<file path="config.mk">
export PLATFORM = sky130hd
export DESIGN_NAME = alu_cmd_scheduler
export DESIGN_NICKNAME = d
export VERILOG_FILES = /design/src/rtl/alu_sched_pkg.sv /design/src/rtl/rr_arb2.sv /design/src/rtl/alu_cmd_scheduler.sv
export SDC_FILE = /design/constraint.sdc
export NUM_CORES = 1
export LEC_CHECK = 0
export ABC_AREA = 1
export CAP_MARGIN = 5
export CORE_ASPECT_RATIO = 0.8
export CORE_UTILIZATION = 39
export DETAILED_ROUTE_END_ITERATION = 10
export PLACE_DENSITY = 0.76
export SYNTH_ARGS = -nofsm -noshare
export SYNTH_HDL_FRONTEND = slang
export SYNTH_SLANG_ARGS = --single-unit
</file>
<file path="constraint.sdc">
create_clock -name CLK -period 1.5 [get_ports CLK]
set_clock_uncertainty 0.05 [all_clocks]
set_input_delay 0.3 -clock CLK [delete_from_list [all_inputs] [get_ports CLK]]
set_output_delay 0.3 -clock CLK [all_outputs]
set_load 0.02 [all_outputs]
</file>
<file path="src/rtl/alu_sched_pkg.sv">
// Shared types and constants for the ALU command scheduler.
package alu_sched_pkg;

  // Scheduler FSM states, in the order a command walks through them.
  typedef enum logic [2:0] {
    IDLE          = 3'd0,
    WR_A          = 3'd1,
    WR_B          = 3'd2,
    EXEC          = 3'd3,
    WAIT_VLD      = 3'd4,
    WAIT_TX_START = 3'd5,
    WAIT_TX_END   = 3'd6
  } sched_state_e;

  // RegFile locations the ALU reads its operands from.
  localparam int ALU_A_ADDR = 0;
  localparam int ALU_B_ADDR = 1;

  // States that wait on an external event and are therefore guarded by the timeout counter.
  function automatic logic is_wait_state(input sched_state_e s);
    return (s == WAIT_VLD) || (s == WAIT_TX_START) || (s == WAIT_TX_END);
  endfunction

endpackage

</file>
<file path="src/rtl/rr_arb2.sv">
// Two-requester round-robin arbiter. Purely combinational: a lone request
// always wins; when both request, the one that did not win last time wins.
module rr_arb2 (
  input  logic [1:0] i_req,
  input  logic       i_last_grant,
  output logic [1:0] o_gnt
);

  // Pick at most one requester; grant is one-hot or zero.
  always_comb begin
    // NOTE: every signal written in always_comb gets a default first, so no path leaves it unassigned and no latch is inferred.
    o_gnt = 2'b00;
    case (i_req)
      2'b01:   o_gnt = 2'b01;
      2'b10:   o_gnt = 2'b10;
      2'b11:   o_gnt = i_last_grant ? 2'b01 : 2'b10;
      default: o_gnt = 2'b00;
    endcase
  end

endmodule

</file>
<file path="src/rtl/alu_cmd_scheduler.sv">
// Shares the RegFile -> ALU -> UART_TX result path between two command
// requesters. One command is in flight at a time: operands are written to
// RegFile addresses 0/1, the ALU is fired, and the scheduler then waits for
// the ALU result and the complete UART frame before accepting another
// command. Every wait state is bounded by a timeout that aborts the command.
module alu_cmd_scheduler #(
  parameter int WIDTH      = 8,
  parameter int ADDR       = 4,
  parameter int ALU_FUN_WD = 4,
  parameter int TMO_W      = 8
) (
  input  logic                  CLK,
  input  logic                  RST,
  // Requester 0
  input  logic                  REQ0_VLD,
  input  logic [WIDTH-1:0]      REQ0_A,
  input  logic [WIDTH-1:0]      REQ0_B,
  input  logic [ALU_FUN_WD-1:0] REQ0_FUN,
  output logic                  REQ0_RDY,
  // Requester 1
  input  logic                  REQ1_VLD,
  input  logic [WIDTH-1:0]      REQ1_A,
  input  logic [WIDTH-1:0]      REQ1_B,
  input  logic [ALU_FUN_WD-1:0] REQ1_FUN,
  output logic                  REQ1_RDY,
  // RegFile write port
  output logic                  WrEn,
  output logic [ADDR-1:0]       Address,
  output logic [WIDTH-1:0]      WrData,
  // ALU and its clock gate
  output logic                  CLKG_EN,
  output logic                  ALU_Enable,
  output logic [ALU_FUN_WD-1:0] ALU_FUN,
  input  logic                  ALU_VLD,
  // UART transmitter status
  input  logic                  UART_Busy,
  // Status
  output logic                  GRANT_ID,
  output logic                  CMD_DONE,
  output logic                  TMO_ERR
);

  import alu_sched_pkg::*;

  // Counter value seen on the last allowed cycle of a wait state: the counter
  // reads 0 on the first cycle, so this is cycle number 2**TMO_W-1.
  localparam logic [TMO_W-1:0] TMO_HIT_CNT = TMO_W'((2 ** TMO_W) - 2);

  sched_state_e          r_state;
  sched_state_e          w_next;
  logic                  r_last_grant;
  logic                  r_grant_id;
  logic [WIDTH-1:0]      r_op_a;
  logic [WIDTH-1:0]      r_op_b;
  logic [ALU_FUN_WD-1:0] r_fun;
  logic [TMO_W-1:0]      r_tmo_cnt;

  logic [1:0]            w_req;
  logic [1:0]            w_gnt;
  logic                  w_accept;
  logic                  w_tmo_hit;
  logic                  w_done;
  logic                  w_tmo;

  // Requests are only offered to the arbiter while idle and out of reset,
  // so a VLD seen in any other cycle is simply not accepted.
  assign w_req    = {REQ1_VLD, REQ0_VLD} & {2{(r_state == IDLE) & ~RST}};
  assign w_accept = |w_gnt;
  assign REQ0_RDY = w_gnt[0];
  assign REQ1_RDY = w_gnt[1];

  rr_arb2 u_arb (
    .i_req        (w_req),
    .i_last_grant (r_last_grant),
    .o_gnt        (w_gnt)
  );

  assign w_tmo_hit = (r_tmo_cnt == TMO_HIT_CNT);

  // A command being aborted by reset reports neither completion nor timeout.
  assign CMD_DONE = w_done & ~RST;
  assign TMO_ERR  = w_tmo & ~RST;
  assign GRANT_ID = r_grant_id;

  // Next-state and output decode. A wait state's exit event takes priority
  // over its timeout, so an event arriving on the limit cycle still counts.
  always_comb begin
    w_next     = r_state;
    WrEn       = 1'b0;
    Address    = '0;
    WrData     = '0;
    CLKG_EN    = 1'b0;
    ALU_Enable = 1'b0;
    ALU_FUN    = '0;
    w_done     = 1'b0;
    w_tmo      = 1'b0;

    case (r_state)
      IDLE: begin
        if (w_accept) w_next = WR_A;
      end

      WR_A: begin
        WrEn    = 1'b1;
        Address = ADDR'(ALU_A_ADDR);
        WrData  = r_op_a;
        w_next  = WR_B;
      end

      WR_B: begin
        WrEn    = 1'b1;
        Address = ADDR'(ALU_B_ADDR);
        WrData  = r_op_b;
        w_next  = EXEC;
      end

      EXEC: begin
        CLKG_EN    = 1'b1;
        ALU_Enable = 1'b1;
        ALU_FUN    = r_fun;
        w_next     = WAIT_VLD;
      end

      WAIT_VLD: begin
        // Keep the ALU clocked with its function stable until the result lands.
        CLKG_EN = 1'b1;
        ALU_FUN = r_fun;
        if (ALU_VLD) begin
          w_next = WAIT_TX_START;
        end else if (w_tmo_hit) begin
          CLKG_EN = 1'b0;
          w_tmo   = 1'b1;
          w_next  = IDLE;
        end
      end

      WAIT_TX_START: begin
        if (UART_Busy) begin
          w_next = WAIT_TX_END;
        end else if (w_tmo_hit) begin
          w_tmo  = 1'b1;
          w_next = IDLE;
        end
      end

      WAIT_TX_END: begin
        if (!UART_Busy) begin
          w_done = 1'b1;
          w_next = IDLE;
        end else if (w_tmo_hit) begin
          w_tmo  = 1'b1;
          w_next = IDLE;
        end
      end

      default: begin
        w_next = IDLE;
      end
    endcase
  end

  // State register, grant history, operand latches and the wait-state timeout counter.
  always_ff @(posedge CLK) begin
    if (RST) begin
      // NOTE: the operand latches are ordinary flops, not a RAM, so they are reset like every other register here.
      r_state      <= IDLE;
      r_last_grant <= 1'b1;
      r_grant_id   <= 1'b0;
      r_op_a       <= '0;
      r_op_b       <= '0;
      r_fun        <= '0;
      r_tmo_cnt    <= '0;
    end else begin
      // NOTE: non-blocking assignments so every register samples pre-edge values regardless of statement order.
      r_state <= w_next;

      if (w_accept) begin
        r_last_grant <= w_gnt[1];
        r_grant_id   <= w_gnt[1];
        r_op_a       <= w_gnt[1] ? REQ1_A   : REQ0_A;
        r_op_b       <= w_gnt[1] ? REQ1_B   : REQ0_B;
        r_fun        <= w_gnt[1] ? REQ1_FUN : REQ0_FUN;
      end

      // Count only while remaining in the same wait state; any transition restarts from zero.
      if (is_wait_state(w_next) && (w_next == r_state)) begin
        r_tmo_cnt <= r_tmo_cnt + 1'b1;
      end else begin
        r_tmo_cnt <= '0;
      end
    end
  end

endmodule
</file>
# After elaboration in Yosys (flattened, before gate mapping)
# Cells that the tools add are included.
# totals
ff_bits,33
ramBits,0
elab_cells,62
output_inout_bits,24
romBits,0
n_memories,0
latch_bits,0
in_bits,46
# classes
mux,26
multipliers,0
n_shift,0
magnitude_cmp,0
n_eq_ne,14
addsub,1
bitwise,6
div,0
n_reduce_logical,8
# ops
op,n
3-bit one-hot mux with 7 select lines,1
3-bit equality test (second input constant),6
8-bit 2-to-1 mux,2
8-bit one-hot mux with 2 select lines,1
3-bit 2-to-1 mux,5
1-bit 2-to-1 mux,11
8-bit by 1-bit adder with 8-bit output (second input constant),1
8-bit equality test (second input constant),1
4-bit 2-to-1 mux,2
2-bit OR reduction,4
3-bit by 2-bit equality test with 1-bit output (second input constant),2
2-bit one-hot mux with 3 select lines,1
2-bit equality test (second input constant),2
1-bit bitwise AND,3
3-bit by 1-bit equality test with 1-bit output (second input constant),1
3-bit equality test,1
3-bit logical NOT,1
1-bit one-hot mux with 3 select lines,1
2-bit bitwise AND,1
2-bit by 1-bit equality test with 1-bit output (second input constant),1
1-bit logical OR,2
2-bit 2-to-1 mux,1
1-bit inverter,2
1-bit one-hot mux with 2 select lines,1
1-bit logical AND,1

# Longest topological paths before layout
# Gate-level depths: netlist of run 1.
# depth
word_depth,14
mapped_depth,12
ltp_nobuf,12

# Cells and area by module
# Synthesis of run 1 repeated with hierarchy kept, for this count alone.
# hier_totals
cells_unflattened,277
hier_area_um2,1983.2
# modules_own_cells
mod,seq_area_each_um2,area_per_inst_um2,cells_per_inst,instances
alu_cmd_scheduler,660.6,1961.9,272,1
rr_arb2,0.0,21.3,5,1

# Worst setup path before layout of run 1
# OpenSTA, ideal clock, no wires.
# synth_path
kind,flip-flop to flip-flop
startpoint,reg r_tmo_cnt[0]
endpoint,reg r_tmo_cnt[2]
arrival_time_ns,1.383
setup_time_ns,0.066
path_buffers,0
synth_period_minus_slack_ns,1.498
stages_incl_launch_ff,12
slack_ns,0.002
required_time_ns,1.384
cell_sequence,dfxtp_1 > inv_1 > ha_1 > inv_1 > nor2_1 > nand2_1 > nor2_1 > nor2_4 > nor2_4 > nor2_4 > nand3_4 > nor2_1
# synth_via
elab_chain_cells,10
elab_cells_between_ends,16
cone_classes,add/sub: 1; eq/ne: 5; mux: 5; bitwise: 1; reduce/logical: 4
# synth_lines
element,line,text
start: declaration,alu_cmd_scheduler.sv:56,logic [TMO_W-1:0] r_tmo_cnt;
start signal: assignment,alu_cmd_scheduler.sv:187,r_tmo_cnt <= r_tmo_cnt + 1'b1;
8-bit equality test,alu_cmd_scheduler.sv:78,assign w_tmo_hit = (r_tmo_cnt == TMO_HIT_CNT);
3-bit 2-to-1 mux,"alu_cmd_scheduler.sv:130, alu_cmd_scheduler.sv:140, alu_cmd_scheduler.sv:150",
"3-bit 2-to-1 mux, on equally long branches","alu_cmd_scheduler.sv:147, alu_cmd_scheduler.sv:128, alu_cmd_scheduler.sv:138",
3-bit one-hot mux with 7 select lines,alu_cmd_scheduler.sv:98,case (r_state)
3-bit equality test,alu_sched_pkg.sv:21,return (s == WAIT_VLD) || (s == WAIT_TX_START) || (s == WAIT_TX_END);
1-bit logical OR (2 in a row),alu_sched_pkg.sv:21,
1-bit logical AND,alu_cmd_scheduler.sv:186,if (is_wait_state(w_next) && (w_next == r_state)) begin
1-bit inverter (no line),--,
2-bit OR reduction (no line),--,
# Parallel ways exist; a longest one is shown, timed or not.
# A chain may end at the register's enable or synchronous reset.

# Worst setup path in the final report of run 1
# layout_path
startpoint,reg r_state[1]
endpoint,out REQ1_RDY
# layout_via
elab_chain_cells,5
elab_cells_between_ends,7
cone_classes,eq/ne: 3; mux: 1; bitwise: 2; reduce/logical: 1
# layout_lines
element,line,text
start: declaration,alu_cmd_scheduler.sv:49,sched_state_e r_state;
start signal: assignment,alu_cmd_scheduler.sv:175,r_state <= w_next;
3-bit logical NOT *,alu_cmd_scheduler.sv:67,"assign w_req = {REQ1_VLD, REQ0_VLD} & {2{(r_state == IDLE) & ~RST}};"
1-bit bitwise AND *,alu_cmd_scheduler.sv:67,
2-bit bitwise AND *,alu_cmd_scheduler.sv:67,
2-bit equality test / 2-bit by 1-bit equality test with 1-bit output (equally long branches),rr_arb2.sv:13,case (i_req)
2-bit one-hot mux with 3 select lines *,rr_arb2.sv:13,
end: declaration,alu_cmd_scheduler.sv:25,"output logic REQ1_RDY,"
# Mark *: on every way between the ends. The rest lies on a longest branch, timed or not.

==> results.yml, run 1 <==
floorplanning:
  start_util: 0.417
  rows: 21
  fp.dieW_um: 77.9
  core-area_um2: 4310
  die_area_um2: 4880
  dieHeight_um: 62.7
  io_pins: 70
cells_and_area:
  area_delta_synth_final_pct: 84.3
  final_layout_size_suffix_gt1_frac: 0.402
  final_common_cell: "nand2_1"
  fin_nets: 426
  design_area_um2: 3310
  fin_cells: 435
  diodes: 0
  final_cell_mix: "nand2_1 (57), buf_4 (45), clkdlybuf4s50_1 (43), dfxtp_1 (28), buf_6 (28)"
run:
  maxCapViolations: 0
clock_tree:
  clock-sinks: 33
  clock_path_buffers: 2
  cts_tree: "yes"
  cts_buffers: 5
  clk_latency_ps: 280
  clk_pin_slew_worst_paths_ps: 70
  h-tree-depth: 2
  cts_hold_buf: 0
  root_buffer: "clkbuf_8"
timing:
  setup_viol: 51
  finalWorstSetupSlack_ps: -266
  setup_tns_ps: -9850
  clock.fmax_ghz: 0.566
  rsz0062_at_grt: "true"
  finalHoldViolCount: 0
  slew_viol_final: 0
  period_needed_ps: 1770
  min_period_over_period: 1.18
worst_setup_path:
  arrival_ps: 1420
  cp_slowest_stage_delay_ps: 360
  worstPathCellList: "buf_6 > nor2_4 > buf_4 > buf_6 > nand3_4 > nor2_4 > buf_6"
  cp_num_buf_inv: 4
  worst_setup_path_start_kind: "flop"
  crit_top_cell: "buf_6"
  crit_fanout: 4
  crit_family: "buffers and inverters"
  crit_slowest_cell: "dfxtp_4"
  end_kind: "output pin"
  crit_type: "reg2out"
  required_ps: 1150
outcome:
  status: "finished with violations"
  violations: "negative setup slack"
yosys:
  synthCells: 257
  ys_warn_count: 0
  synth_area_um2: 1800
  synth_seq_cells: 33
  ys_types: 27
  synth-seq-area-share: 0.368
  syn_avg_cell_area_um2: 6.99
routing:
  drc: 0
  ant_nets: 0
  wl_met3_um: 503
  drt_iter0_drc: 116
  via_count: 2232
  firstDrtPassIters: 4
  via_per_inst: 5.13
  met1_length_um: 2790
  wl_um: 6600
  wl_met2_um: 3230
  top_layer: "met4"
  post_drt_wl_per_cell_um: 15.2
placed_design:
  place_congestion: 0.820
  place_area_um2: 2760
  dpl.hpwl_um: 3710
  post-place-ws_ps: -708
  io_buffers: 66
  dpl.cell_count: 406
global_routing:
  grt_pass1_wl_um: 9850
  overflow: 0
  grt_max_degree: 20
  grt_antenna_before_repair: 0
  grt_usage: 0.262
  first_global_vias: 2132
pwr:
  worst_ir_drop_vdd_mv: 0.586
  total_power_w: 0.00291
  p_leak_nw: 1.44
  power.density_nw_per_um2: 877
min_path:
  worstHoldPathType: "in2reg"
==> routing by layer <==
metal / global-route usage / vias up
met3: 0.0715 / 6
met2: 0.444 / 104
li1: - / 1072
met4: 0.0943 / 0
met1: 0.318 / 1050
met5: 0 / -
==> cell usage after synthesis, drive strengths merged <==
library cell	count	area share
nand3	10	0.040
conb	1	0.0021
nor3	2	0.0056
nor2	25	0.083
xor2	4	0.019
o21ai	29	0.081
dfxtp	33	0.37
clkbuf	4	0.0090
buf	11	0.042
a21oi	3	0.0084
xnor2	2	0.0098
inv	30	0.063
o211ai	2	0.0084
ha	2	0.014
nand4	6	0.021
a31oi	20	0.070
nand2	73	0.16
==> state kept, by name, indices dropped and copies added, names as in the netlist <==
register / cells
r_op_b: 8
r_last_grant: 1
GRANT_ID: 1
r_fun: 4
r_op_a: 8
r_state: 3
r_tmo_cnt: 8
==> through the flow <==
stage / hold slack [ps] / utilization
detailed placement: 448 / 0.641
global route: 386 / 0.769
CTS: 385 / 0.732
floorplan: 319 / -
finish: 383 / 0.769
global placement: 430 / 0.641
==> power breakdown <==
part	internal (W)	total [W]	switching (W)
combinational	0.000604	0.00118	0.000572
clock	0.000364	0.000678	0.000314
sequential	0.000980	0.00105	0.0000731
total	0.00195	0.00291	0.000958
==> cell families after synthesis <==
kind of cell | Yosys count | synth area share
DFF | 33 | 0.368
and+or+nand+nor | 116 | 0.306
adders and majority gates | 2 | 0.0139
xor gates and xnor gates | 6 | 0.0292
other | 1 | 0.00209
AOI/OAI and AO/OA | 54 | 0.167
buffers and inverters | 45 | 0.114
==> cell type report <==
class / instances / area, um^2
Timing Repair Buffer: 127 / 1250
Multi-Input combinational cell: 181 / 1100
Fill cell: 309 / 997
Sequential cell: 33 / 674
Inverter: 30 / 123
Clock buffer: 7 / 86.3
Tap cell: 57 / 71.3
==> worst paths after layout <==
check | start | end | slack, ps | depth (start not counted)
max | r_state[1] | REQ1_RDY | -270 | 7
min | RST | r_state[0] | 380 | 3
max reg2reg | r_state[1] | r_tmo_cnt[2] | -260 | 12
min reg2reg | GRANT_ID | GRANT_ID | 440 | 2
==> timing repair <==
item,CTS,global route
resized for setup,172,54
setup buffers,14,5
gates cloned,4,1
pin swaps,16,15
setup endpoints to repair,54,52
==> tightest hold or removal path, cell delays in order <==
cell	delay (ps)
dlygate4sd2_1	230
buf_4	120
a21oi_1	30
(Power assumes the default switching activity.)
==> run 2: changes to the inputs <==
- TNS_END_PERCENT: not set -> 5
==> run 2 against run 1 <==
The flow still finishes with violations (negative setup slack); maximum frequency shrank 1.1%; clock-buffer cell count is the same; wire length shrank 22%; combinational power shrank 21%.
==> results.yml, run 2 (synthesized netlist as in run 1, its figures left out) <==
floorplanning:
  rows: 21
  die_area_um2: 4880
  fp.dieW_um: 77.9
  start_util: 0.417
  io_pins: 70
  dieHeight_um: 62.7
  core-area_um2: 4310
min_path:
  hold_end: "GRANT_ID"
  min-delay-start: "GRANT_ID"
  hold_depth: 2
  worstHoldPathType: "reg2reg"
run:
  maxCapViolations: 0
clock_tree:
  cts_tree: "yes"
  h-tree-depth: 2
  root_buffer: "clkbuf_8"
  clock_path_buffers: 2
  clock-sinks: 33
  clk_latency_ps: 280
  cts_hold_buf: 0
  cts_buffers: 5
  clk_pin_slew_worst_paths_ps: 60
cells_and_area:
  area_delta_synth_final_pct: 64.7
  diodes: 0
  final_core_util: 0.687
  design_area_um2: 2960
  final_cell_mix: "nand2_1 (67), clkdlybuf4s50_1 (44), buf_4 (43), dfxtp_1 (30), inv_1 (24)"
  final_layout_size_suffix_gt1_frac: 0.301
  top_regs: "r_op_a: 8 flops, r_op_b: 8 flops, r_tmo_cnt: 8 flops"
  final_common_cell: "nand2_1"
  fin_nets: 410
worst_setup_path:
  crit_family: "buffers and inverters"
  crit_slowest_cell: "dfxtp_4"
  worstPathCellList: "buf_6 > nor2_4 > buf_4 > nand4_1 > a21oi_2 > buf_4"
  crit_top_cell: "buf_4"
  r2r_start: "r_state[1]"
  worst_setup_path_start_kind: "flop"
  r2r_setup_slack_ps: -140
  worstReg2RegEnd: "r_op_a[6]"
  arrival_ps: 1440
  end_kind: "output pin"
  crit_type: "reg2out"
  worst-path-stages: 6
  crit_fanout: 4
  cp_slowest_stage_delay_ps: 360
  cp_num_buf_inv: 3
  required_ps: 1150
  r2r_cells: 9
routing:
  wl_um: 5140
  post_drt_wl_per_cell_um: 12.3
  firstDrtPassIters: 4
  ant_nets: 0
  drt_iter0_drc: 76
  via_count: 2022
  drc: 0
  via_per_inst: 4.83
timing:
  finalHoldViolCount: 0
  min_period_over_period: 1.19
  whs_ps: 436
  setup_tns_ps: -7140
  setup_viol: 48
  rsz0062_at_grt: "true"
  clock.fmax_ghz: 0.560
  finalWorstSetupSlack_ps: -286
  period_needed_ps: 1790
  slew_viol_final: 0
placed_design:
  dpl.hpwl_um: 3710
  io_buffers: 66
  place_area_um2: 2760
  place_congestion: 0.820
  post-place-ws_ps: -708
global_routing:
  grt_antenna_before_repair: 0
  overflow: 0
  grt_usage: 0.225
  grt_max_degree: 28
  grt_pass1_wl_um: 8540
  first_global_vias: 1889
pwr:
  p_leak_nw: 1.30
  worst_ir_drop_vdd_mv: 0.507
  seq_power_share: 0.397
  swShare: 0.317
  power.density_nw_per_um2: 890
  p_sw_w: 0.000835
  intPower_w: 0.00180
  clkPwrFrac: 0.251
  comb_power_share: 0.352
outcome:
  status: "finished with violations"
  violations: "negative setup slack"
[run 2: how the worst max path moves through the flow]
stage | from | endpoint
floorplan | r_tmo_cnt[0] | r_tmo_cnt[2]
global placement | RST | TMO_ERR
detailed placement | RST | TMO_ERR
CTS | r_state[0] | WrData[3]
global route | r_state[1] | TMO_ERR
finish | r_state[1] | REQ0_RDY
[run 2: stage by stage]
stage / std cells / power (W)
floorplan: 259 / 0.00148
global placement: 406 / 0.00187
detailed placement: 406 / 0.00189
CTS: 416 / 0.00259
global route: 419 / 0.00280
finish: 419 / 0.00263
[run 2: timing repair]
item                                    CTS  global route
pin swaps                                 5             4
gates cloned                              1             0
buffers inserted                          2             3
endpoints found under the setup margin   54            52
resized for setup                       133            25
[run 2: cell type report]
type                            count  area [um^2]
Fill cell                         386         1350
Timing Repair Buffer              111         1010
Multi-Input combinational cell    181         1000
Sequential cell                    33          672
Inverter                           30          118
Clock buffer                        7         86.3
Tap cell                           57         71.3
[run 2: worst min-delay path: stages (launching register included)]
cell	delay, ps
dfxtp_1	320
nand2_1	60
o21ai_1	60
[run 2: power groups by stage]
stage	logic, W	clock network [W]	registers, W
floorplan	0.000433	0	0.00104
global placement	0.000826	0	0.00105
detailed placement	0.000837	0	0.00106
CTS	0.000872	0.000677	0.00104
global route	0.00100	0.000738	0.00106
finish	0.000927	0.000660	0.00105
[run 2: per-layer routing]
layer / routed length [um] / track usage / part of all wire / vias up
li1: - / - / - / 1043
met1: 2320 / 0.285 / 0.45 / 900
met2: 2360 / 0.364 / 0.46 / 75
met3: 408 / 0.0745 / 0.079 / 4
met4: 48 / 0.0590 / 0.0093 / 0
met5: 0 / 0 / 0 / -
==> run 3: changes to the inputs <==
- CORE_MARGIN: not set -> 4
- SLEW_MARGIN: not set -> 20
==> run 3 against run 2 <==
The flow still finishes with violations (negative setup slack); core utilization increased by 3.6 points; clock-buffer cell count unchanged; hold slack about the same; die area increased by 18%; highest routed layer unchanged.
==> results.yml, run 3 (synthesized netlist as in run 1, its figures left out) <==
outcome:
  status: "finished with violations"
  violations: "negative setup slack"
cells_and_area:
  final_common_cell: "nand2_1"
  final_layout_size_suffix_gt1_frac: 0.350
  top_regs: "r_op_a: 8 flops, r_op_b: 8 flops, r_tmo_cnt: 8 flops"
  fin_nets: 411
  design_area_um2: 3110
  area_delta_synth_final_pct: 73.3
  diodes: 0
  final_core_util: 0.722
  final_cell_mix: "nand2_1 (61), clkdlybuf4s50_1 (43), buf_4 (39), dfxtp_1 (29), buf_6 (22)"
global_routing:
  grt_use_met1: 0.239
  first_global_vias: 1954
  met3_usage: 0.0594
  overflow: 0
  grt_antenna_before_repair: 0
  grtUsageMet2: 0.339
  gr-max-usage-layer: "met2"
  grt_pass1_wl_um: 8910
  grt_usage: 0.195
  grt_max_degree: 39
timing:
  setup_viol: 49
  clock.fmax_ghz: 0.579
  finalHoldViolCount: 0
  period_needed_ps: 1730
  slew_viol_final: 0
  rsz0062_at_grt: "true"
  finalWorstSetupSlack_ps: -226
  min_period_over_period: 1.15
placed_design:
  io_buffers: 66
  post-place-ws_ps: -762
  dpl.hpwl_um: 3790
  place_congestion: 0.821
  place_area_um2: 2760
pwr:
  power.density_nw_per_um2: 873
  worst_ir_drop_vdd_mv: 0.632
  p_leak_nw: 1.35
floorplanning:
  core-area_um2: 4310
  dieHeight_um: 68.7
  io_pins: 70
  start_util: 0.417
  fp.dieW_um: 83.9
  die_area_um2: 5760
  rows: 21
worst_setup_path:
  crit_fanout: 4
  arrival_ps: 1380
  worst_setup_path_start_kind: "flop"
  crit_type: "reg2out"
  end_kind: "output pin"
  required_ps: 1150
clock_tree:
  clk_pin_slew_worst_paths_ps: 60
  clock-sinks: 33
  cts_hold_buf: 0
  clk_latency_ps: 280
  cts_tree: "yes"
  root_buffer: "clkbuf_8"
  clock_path_buffers: 2
  h-tree-depth: 2
  cts_buffers: 5
routing:
  ant_nets: 0
  drt_iter0_drc: 83
  wl_um: 5590
  post_drt_wl_per_cell_um: 13.3
  drc: 0
  via_count: 2033
  via_per_inst: 4.84
  firstDrtPassIters: 4
min_path:
  worstHoldPathType: "in2reg"
run:
  maxCapViolations: 0
-- run 3: cell types whose count changed in the layout (fill, tap and decap cells not counted), sizes merged --
cell | previous run | this run
buf | 65 | 66
clkdlybuf4s50 | 44 | 43
dlygate4sd2 | 1 | 3
dlymetal6s2s | 1 | 0
-- run 3: what timing repair did --
action                     in CTS  in global routing
setup endpoints to repair      53                 52
gates cloned                    1                  0
buffers inserted                5                  1
pin swaps                      10                  8
resized for setup             176                 28
-- run 3: per-stage QoR --
stage               hold WS (ps)  setup TNS [ps]  power (W)  std cells
global route                 443           -8540    0.00286        420
finish                       436           -5060    0.00272        420
floorplan                    319               0    0.00148        259
global placement             429          -23330    0.00187        406
CTS                          398           -5150    0.00266        419
detailed placement           436          -23850    0.00188        406
-- run 3: final cells by class --
type                       count  area (um^2)
fill                         357         1200
timing repair buffer         112         1080
inverter                      30          123
sequential                    33          673
multi-input combinational    181         1080
tap                           57         71.3
clock buffer                   7         86.3
-- run 3: metal layers --
metal	share of wire	wire length (um)
met1	0.44	2430
met3	0.083	461
met2	0.47	2640
met5	0	0
met4	0.0090	50
-- run 3: report_power, final --
group / leakage (nW) / internal, W / switching [W]
Clock: 0.0443 / 0.000364 / 0.000306
Sequential: 0.274 / 0.000980 / 0.0000702
Combinational: 1.03 / 0.000484 / 0.000513
Total: 1.35 / 0.00183 / 0.000889
-- run 3: critical path, cell delays in order (launching register included) --
cell     delay (ps)
dfxtp_4         370
nor2_4          160
nand2_2         100
inv_2            80
nor2_4           50
buf_12          130
nor2_4           80
buf_6           120
-- run 3: final timing paths --
path           startpoint      endpoint  slack (ps)  cells past startpoint
max            r_state[0]    ALU_FUN[3]        -230                      7
min reg2reg      GRANT_ID      GRANT_ID         450                      2
min                   RST    r_state[2]         440                      3
max reg2reg  r_tmo_cnt[0]  r_tmo_cnt[2]        -100                     13
